<file path="src/rtl/button_conditioner.sv">
// Multi-channel button conditioner: per-channel synchroniser, strobe-timed debounce FSM,
// level/press/release outputs. Define BUTTON_CONDITIONER_REPEAT_EN to add auto-repeat presses.
module button_conditioner #(
  parameter int CHANNELS       = 2,
  parameter int DEBOUNCE_TICKS = 4,
  parameter int SYNC_STAGES    = 2,
  parameter bit ACTIVE_LOW     = 1'b0,
  parameter int REPEAT_DELAY   = 12,
  parameter int REPEAT_PERIOD  = 4
) (
  input  logic                clk,
  input  logic                rst_n,
  input  logic                countdown_en,
  input  logic [CHANNELS-1:0] button_in,
  input  logic [CHANNELS-1:0] channel_mask,
  output logic [CHANNELS-1:0] button_out,
  output logic [CHANNELS-1:0] press_pulse,
  output logic [CHANNELS-1:0] release_pulse,
  output logic                any_pressed
);

  localparam int CW = $clog2(DEBOUNCE_TICKS + 1);

  typedef enum logic [1:0] {IDLE, ARM_P, PRESSED, ARM_R} state_e;

  logic [SYNC_STAGES-1:0] sync_q  [CHANNELS];
  state_e                 state_q [CHANNELS];
  state_e                 state_d [CHANNELS];
  logic [CW-1:0]          cnt_q   [CHANNELS];
  logic [CW-1:0]          cnt_d   [CHANNELS];
  logic [CHANNELS-1:0]    s;
  logic [CHANNELS-1:0]    press_raw, release_raw, rep_fire;
  logic [CHANNELS-1:0]    press_d, press_q, release_d, release_q;

  // NOTE: every variable gets a default at the top of always_comb so no path can infer a latch.
  always_comb begin
    for (int i = 0; i < CHANNELS; i++) begin
      s[i]           = sync_q[i][SYNC_STAGES-1] ^ ACTIVE_LOW;
      state_d[i]     = state_q[i];
      cnt_d[i]       = cnt_q[i];
      press_raw[i]   = 1'b0;
      release_raw[i] = 1'b0;
      case (state_q[i])
        IDLE: begin
          if (s[i]) begin
            state_d[i] = ARM_P;
            cnt_d[i]   = CW'(DEBOUNCE_TICKS);
          end
        end
        ARM_P: begin
          // A reversal wins over a coincident strobe and leaves the counter untouched.
          if (!s[i]) begin
            state_d[i] = IDLE;
          end else if (countdown_en) begin
            if (cnt_q[i] == CW'(1)) begin
              state_d[i]   = PRESSED;
              press_raw[i] = 1'b1;
            end else begin
              cnt_d[i] = cnt_q[i] - 1'b1;
            end
          end
        end
        PRESSED: begin
          if (!s[i]) begin
            state_d[i] = ARM_R;
            cnt_d[i]   = CW'(DEBOUNCE_TICKS);
          end
        end
        ARM_R: begin
          if (s[i]) begin
            state_d[i] = PRESSED;
          end else if (countdown_en) begin
            if (cnt_q[i] == CW'(1)) begin
              state_d[i]     = IDLE;
              release_raw[i] = 1'b1;
            end else begin
              cnt_d[i] = cnt_q[i] - 1'b1;
            end
          end
        end
        default: state_d[i] = IDLE;
      endcase
    end
  end

`ifdef BUTTON_CONDITIONER_REPEAT_EN
  localparam int REP_MAX = (REPEAT_DELAY > REPEAT_PERIOD) ? REPEAT_DELAY : REPEAT_PERIOD;
  localparam int RW      = $clog2(REP_MAX + 1);

  logic [RW-1:0] rep_q [CHANNELS];
  logic [RW-1:0] rep_d [CHANNELS];

  // Going to IDLE (which includes an accepted release) clears the counter first, so a
  // release always suppresses a coincident repeat.
  always_comb begin
    for (int i = 0; i < CHANNELS; i++) begin
      rep_d[i]    = rep_q[i];
      rep_fire[i] = 1'b0;
      if (state_d[i] == IDLE) begin
        rep_d[i] = '0;
      end else if (state_d[i] == PRESSED && state_q[i] != PRESSED) begin
        rep_d[i] = RW'(REPEAT_DELAY);
      end else if ((state_q[i] == PRESSED || state_q[i] == ARM_R) && countdown_en) begin
        if (rep_q[i] == RW'(1)) begin
          rep_fire[i] = 1'b1;
          rep_d[i]    = RW'(REPEAT_PERIOD);
        end else if (rep_q[i] > RW'(1)) begin
          rep_d[i] = rep_q[i] - 1'b1;
        end
      end
    end
  end

  always_ff @(posedge clk or negedge rst_n) begin
    if (!rst_n) begin
      for (int i = 0; i < CHANNELS; i++) rep_q[i] <= '0;
    end else begin
      for (int i = 0; i < CHANNELS; i++) rep_q[i] <= rep_d[i];
    end
  end
`else
  logic unused_repeat_cfg;
  assign unused_repeat_cfg = ^{REPEAT_DELAY, REPEAT_PERIOD};
  assign rep_fire          = '0;
`endif

  assign press_d   = (press_raw | rep_fire) & ~channel_mask;
  assign release_d = release_raw & ~channel_mask;

  // NOTE: sequential state uses non-blocking assignments so every flop samples pre-edge values.
  always_ff @(posedge clk or negedge rst_n) begin
    if (!rst_n) begin
      for (int i = 0; i < CHANNELS; i++) begin
        sync_q[i]  <= '0;
        state_q[i] <= IDLE;
        cnt_q[i]   <= '0;
      end
      press_q   <= '0;
      release_q <= '0;
    end else begin
      for (int i = 0; i < CHANNELS; i++) begin
        sync_q[i]  <= {sync_q[i][SYNC_STAGES-2:0], button_in[i]};
        state_q[i] <= state_d[i];
        cnt_q[i]   <= cnt_d[i];
      end
      press_q   <= press_d;
      release_q <= release_d;
    end
  end

  always_comb begin
    for (int i = 0; i < CHANNELS; i++) begin
      button_out[i] = (state_q[i] == PRESSED) || (state_q[i] == ARM_R);
    end
  end

  assign press_pulse   = press_q;
  assign release_pulse = release_q;
  assign any_pressed   = |button_out;

endmodule

</file>
<file path="config.mk">
export PLATFORM = sky130hd
export DESIGN_NAME = button_conditioner
export DESIGN_NICKNAME = d
export VERILOG_FILES = /design/src/rtl/button_conditioner.sv
export SDC_FILE = /design/constraint.sdc
export NUM_CORES = 1
export LEC_CHECK = 0
export CAP_MARGIN = 20
export CORE_MARGIN = 3
export CORE_UTILIZATION = 53
export DETAILED_ROUTE_END_ITERATION = 12
export PLACE_DENSITY = 0.8
export SLEW_MARGIN = 20
export SYNTH_ARGS = -nofsm -noshare
export SYNTH_HDL_FRONTEND = slang
export SYNTH_SLANG_ARGS = --single-unit
</file>
<file path="constraint.sdc">
create_clock -name clk -period 2.8 [get_ports clk]
set_input_delay 0.56 -clock clk [delete_from_list [all_inputs] [get_ports clk]]
set_output_delay 0.56 -clock clk [all_outputs]
set_load 0.02 [all_outputs]
</file>
# After elaboration in Yosys (flattened, before gate mapping)
# Cells that the tools add are included.
# W data, S select, Z words.
[classes]
add_sub_neg = 2
eq_ne = 24
muxes = 44
bitwise = 3
reduce_logical = 9
[op_table]
columns = ["cell", "n"]
rows = [
  ["$mux W3", 12],
  ["$mux W2", 16],
  ["$ne A3 B3 Y1 const B", 8],
  ["$pmux W3 S4", 2],
  ["$ne A2 B2 Y1 const B", 8],
  ["$pmux W2 S4", 2],
  ["$mux W1", 12],
  ["$reduce_and A6 Y1", 2],
  ["$eq A2 B2 Y1 const B", 4],
  ["$reduce_and A4 Y1", 2],
  ["$eq A3 B1 Y1 const B", 2],
  ["$sub A3 B1 Y3 const B", 2],
  ["$and A2 B2 Y2", 2],
  ["$eq A2 B1 Y1 const B", 2],
  ["$logic_not A2 Y1", 2],
  ["$logic_or A1 B1 Y1", 2],
  ["$not A2 Y2", 1],
  ["$reduce_or A2 Y1", 1],
]
[totals]
ff_bits = 18
inputBits = 7
output_inout_bits = 7
word_cells = 90

# Logic depth before layout (Yosys ltp)
[depth]
ltp_word = 6
depth_mapped = 5
mapped_depth_nobuf = 5

# Least setup slack after synthesis
# Ideal clock, no wire load.
[synth_timing]
path_kind = "flip-flop to flip-flop"
startpoint = "register cnt_q[3] in the netlist's numbering"
endpoint = "register cnt_q[4] in the netlist's numbering"
setup_time_ps = 69
arrival_time_ps = 1339
required_ps = 2731
setup_slack_ps = 1393
path_stages_with_launch = 5
path_buffers = 0
synth_period_minus_slack_ps = 1407
path_cell_list = "dfrtp_1 -> ha_1 -> and2b_1 -> or4_1 -> nand3_1"
[synth_via]
elab_chain_cells = 5
elab_cells_between_ends = 7
classes_between = "add/sub: 1; eq/ne: 1; mux: 5"
[synth_rtl]
columns = ["element", "line_no", "source"]
rows = [
  ["from (decl)", "29", "logic [CW-1:0] cnt_q [CHANNELS];"],
  ["from (signal, indexed assignment)", "144", "cnt_q[i] <= cnt_d[i];"],
  ["$sub A3 B1 Y3 or $eq A3 B1 Y1 (tied branches)", "--", ""],
  ["$mux W3 *", "55, 73", ""],
  ["$mux W3 *", "72", "end else if (countdown_en) begin"],
  ["$mux W3, on equally long branches", "70, 52", ""],
  ["$pmux W3 S4 *", "43", "case (state_q[i])"],
]
# Every way passes the cells marked *; elsewhere a longest branch is shown, timed or not. The select of a mux whose other input is x is not followed.
# A chain may end at the register's enable or synchronous reset.

==> insert_results.sql <==
INSERT INTO impl_metrics (metric_group, metric, value, unit) VALUES
('status', 'run_status', 'completed', ''),
('global_route', 'grt.total_usage', '16.93', '%'),
('timing', 'finalHoldViolCount', '0', ''),
('synth', 'synthDistinctLibCells', '26', ''),
('timing', 'final_critical_path_required_period', '2162', 'ps'),
('floorplan', 'rows', '13', ''),
('floorplan', 'core', '1366', 'um2'),
('drt', 'wire_length_per_cell_after_detailed_routing', '13.82', 'um'),
('synth', 'mappedNetlistNets', '85', ''),
('worst_hold_path', 'worstHoldPathType', 'flip-flop to flip-flop', ''),
('clock_network', 'cts_buffers', '3', ''),
('setup_path', 'cp_data_arrival_time', '1600', 'ps'),
('setup_path', 'r2r-start', 'cnt_q[4]', ''),
('drt', 'detail_route.drc_violations', '0', ''),
('floorplan', 'dieHeight', '45.29', 'um'),
('clock_network', 'clock_tree.buffer_depth', '2', ''),
('synth', 'synth_seq_area_share', '55.05', '%'),
('clock_network', 'clk_transition_reported_paths', '100', 'ps'),
('worst_hold_path', 'worstHoldStart', 'sync_q[0]', ''),
('finish', 'insertedDiodeCount', '0', ''),
('timing', 'rsz0062_at_grt', 'false', ''),
('synth', 'synthesis.area', '818.3', 'um2'),
('global_route', 'grt_pass1_wl', '2435', 'um'),
('drt', 'post_drt_via_cell_ratio', '5.696', ''),
('timing', 'totalNegativeSetupSlack', '0', 'ps'),
('clock_network', 'resized_after_cts', '0', ''),
('setup_path', 'critPathCaptureType', 'primary output', ''),
('timing', 'max_slew_margin', '47.75', '%'),
('placement', 'io_buffer_count', '13', ''),
('finish', 'final-instance-count-excl-fill', '102', ''),
('setup_path', 'worst-path-max-fanout', '7', ''),
('synth', 'number_of_flip_flops_and_latches_in_the_synthesized_netlist', '18', ''),
('drt', 'ant_nets', '0', ''),
('power', 'ir_drop', '524.1', 'uV'),
('finish', 'layout_common_cells', '18 x dfrtp_1, 13 x clkdlybuf4s50_1, 6 x inv_1, 6 x nand2_1, 5 x o21ai_0', ''),
('finish', 'area.growth.synth_to_final', '18.81', '%'),
('synth', 'synthCells', '74', ''),
('timing', 'worst_slew_pin_slew', '781.4', 'ps'),
('floorplan', 'initial_utilization', '59.89', '%'),
('synth', 'edff_count_synth', '0', ''),
('synth', 'synth_top_flop_cell', 'dfrtp_1', ''),
('synth', 'number_of_warnings_printed_during_yosys_synthesis', '0', ''),
('finish', 'design_area', '972.2', 'um2'),
('drt', 'drt_initial_violations', '8', ''),
('timing', 'fmaxAchievable', '0.4626', 'GHz'),
('drt', 'first_pass_iters', '4', ''),
('clock_network', 'hold_buffers', '0', ''),
('setup_path', 'critical-path-max-stage-delay', '540', 'ps'),
('placement', 'placedInstanceArea', '949.7', 'um2'),
('power', 'power.density_cell_area', '871.3', 'nW/um2'),
('placement', 'hpwl', '1079', 'um'),
('timing', 'skew', '6.518', 'ps'),
('clock_network', 'clock_tree.htree_level_count', '1', ''),
('floorplan', 'io-pin-count', '14', ''),
('clock_network', 'cts_root_buffer', 'clkbuf_4', ''),
('floorplan', 'die_width', '45.29', 'um'),
('global_route', 'maximum_number_of_pins_on_one_net_before_global_route_repair', '19', ''),
('setup_path', 'critical_path_class', 'flip-flop to primary output', ''),
('setup_path', 'cp_cell_sequence', 'or2_2 > clkdlybuf4s50_1', ''),
('drt', 'routed_wirelength', '1410', 'um'),
('placement', 'gp_congestion', '0.8463', ''),
('synth', 'async_reset_ff_share', '100.0', '%'),
('global_route', 'antenna_found_initial', '0', ''),
('finish', 'commonest_non_fill_non_tap_cell_in_the_layout', 'dfrtp_1', ''),
('clock_network', 'post_cts_buffers', '0', ''),
('timing', 'timing.final.crit_share', '77.21', '%'),
('setup_path', 'worst-endpoint-required', '2240', 'ps'),
('synth', 'post_synth.cell_area_avg', '11.06', 'um2'),
('power', 'power.leakage', '0.4193', 'nW'),
('clock_network', 'clkSinkCount', '18', ''),
('setup_path', 'critical_path.startpoint_type', 'flip-flop', ''),
('floorplan', 'design.die.area', '2051', 'um2'),
('timing', 'finalSetupViolations', '0', ''),
('global_route', 'globalRoute.totalOverflow', '0', ''),
('flow_run', 'drv.max_cap_violation_count', '0', ''),
('global_route', 'first_global_vias', '572', ''),
('timing', 'final_max_slew_viol_count', '0', ''),
('clock_network', 'cts_tree', 'done', ''),
('clock_network', 'clkLatencyLatePin', '280', 'ps'),
('drt', 'dr_total_vias', '581', ''),
('finish', 'share_of_final_layout_standard_cells_stronger_than_drive_strength_1', '6.897', '%'),
('finish', 'final_net_count', '100', ''),
('placement', 'dp_cell_count', '99', ''),
('setup_path', 'slowest_stage', 'clkdlybuf4s50_1', '');
==> stage by stage <==
| stage | power (mW) | utilization [%] | hold slack, ps | setup slack, ps |
|---|---|---|---|---|
| CTS | 0.8570 | 71.15 | 360.3 | 624.5 |
| detailed placement | 0.7337 | 69.51 | 341.8 | 830.9 |
| global route | 0.9140 | 71.15 | 373.5 | 591.4 |
| global placement | 0.7156 | 69.51 | 337.4 | 882.1 |
| finish | 0.8471 | 71.15 | 358.1 | 638.1 |
| floorplan | 0.6265 | - | 264.4 | 1393 |
==> report_power, final <==
group	internal [mW]	leakage, nW	switching, mW
Combinational	0.162	0.182	0.163
Clock	0.0499	0.0138	0.0717
Sequential	0.326	0.223	0.0750
Total	0.537	0.419	0.310
==> logic make-up (layout without fill, tap and decap cells) <==
| kind of cell | after synthesis | count (layout) | share of synthesized area (%) |
|---|---|---|---|
| adders and majority gates | 4 | 4 | 6.116 |
| DFF | 18 | 18 | 55.05 |
| AOI/OAI and AO/OA | 15 | 15 | 12.39 |
| and+or+nand+nor | 23 | 23 | 15.60 |
| buffers and inverters | 9 | 22 | 4.892 |
| xor gates and xnor gates | 3 | 3 | 3.212 |
| muxes | 2 | 2 | 2.752 |
==> worst max-delay path, delay by kind of cell (launching register included) <==
kind	cells	cell delay [ps]
buffers and inverters	1	540
DFF	1	460
and+or+nand+nor	1	320
==> per-layer routing <==
metal	global-route usage, %	wire length [um]
met1	20.62	618
met2	26.27	734
met3	3.984	44
met4	11.70	12
met5	0	0
==> path summary, 6_finish.rpt <==
kind                               end  slack, ps  cells after the start
setup / recovery           any_pressed        640                      2
hold / removal                    s[1]        360                      0
setup reg to reg              cnt_q[4]       1280                      5
hold reg to reg                   s[1]        360                      0
max in group asynchronous         s[1]       1590                      1
min in group asynchronous     cnt_q[3]        720                      1
==> area by class of cell <==
cell class	count	area [um2]
fillers	107	394.1
flip-flops and latches	18	450.4
inverters	6	22.52
repair buffers	13	130.1
clock buffers	3	22.52
well taps	15	18.77
multi-input cells	47	327.8
==> synth_stat cells (2+ instances only) <==
| cell type | n | area share, % |
|---|---|---|
| dfrtp_1 | 18 | 55 |
| inv_1 | 6 | 2.8 |
| nand2_1 | 6 | 2.8 |
| o21ai_0 | 5 | 3.1 |
| ha_1 | 4 | 6.1 |
| nor4b_1 | 4 | 4.3 |
| nand3_1 | 3 | 1.8 |
| nor2_1 | 3 | 1.4 |
| a21oi_1 | 2 | 1.2 |
| a311o_1 | 2 | 2.4 |
| a31oi_1 | 2 | 1.5 |
| mux2_2 | 2 | 2.8 |
| nor3_1 | 2 | 1.2 |
| o31a_1 | 2 | 2.1 |
| xnor2_1 | 2 | 2.1 |
No activity file was read; power rests on OpenSTA's default activity.
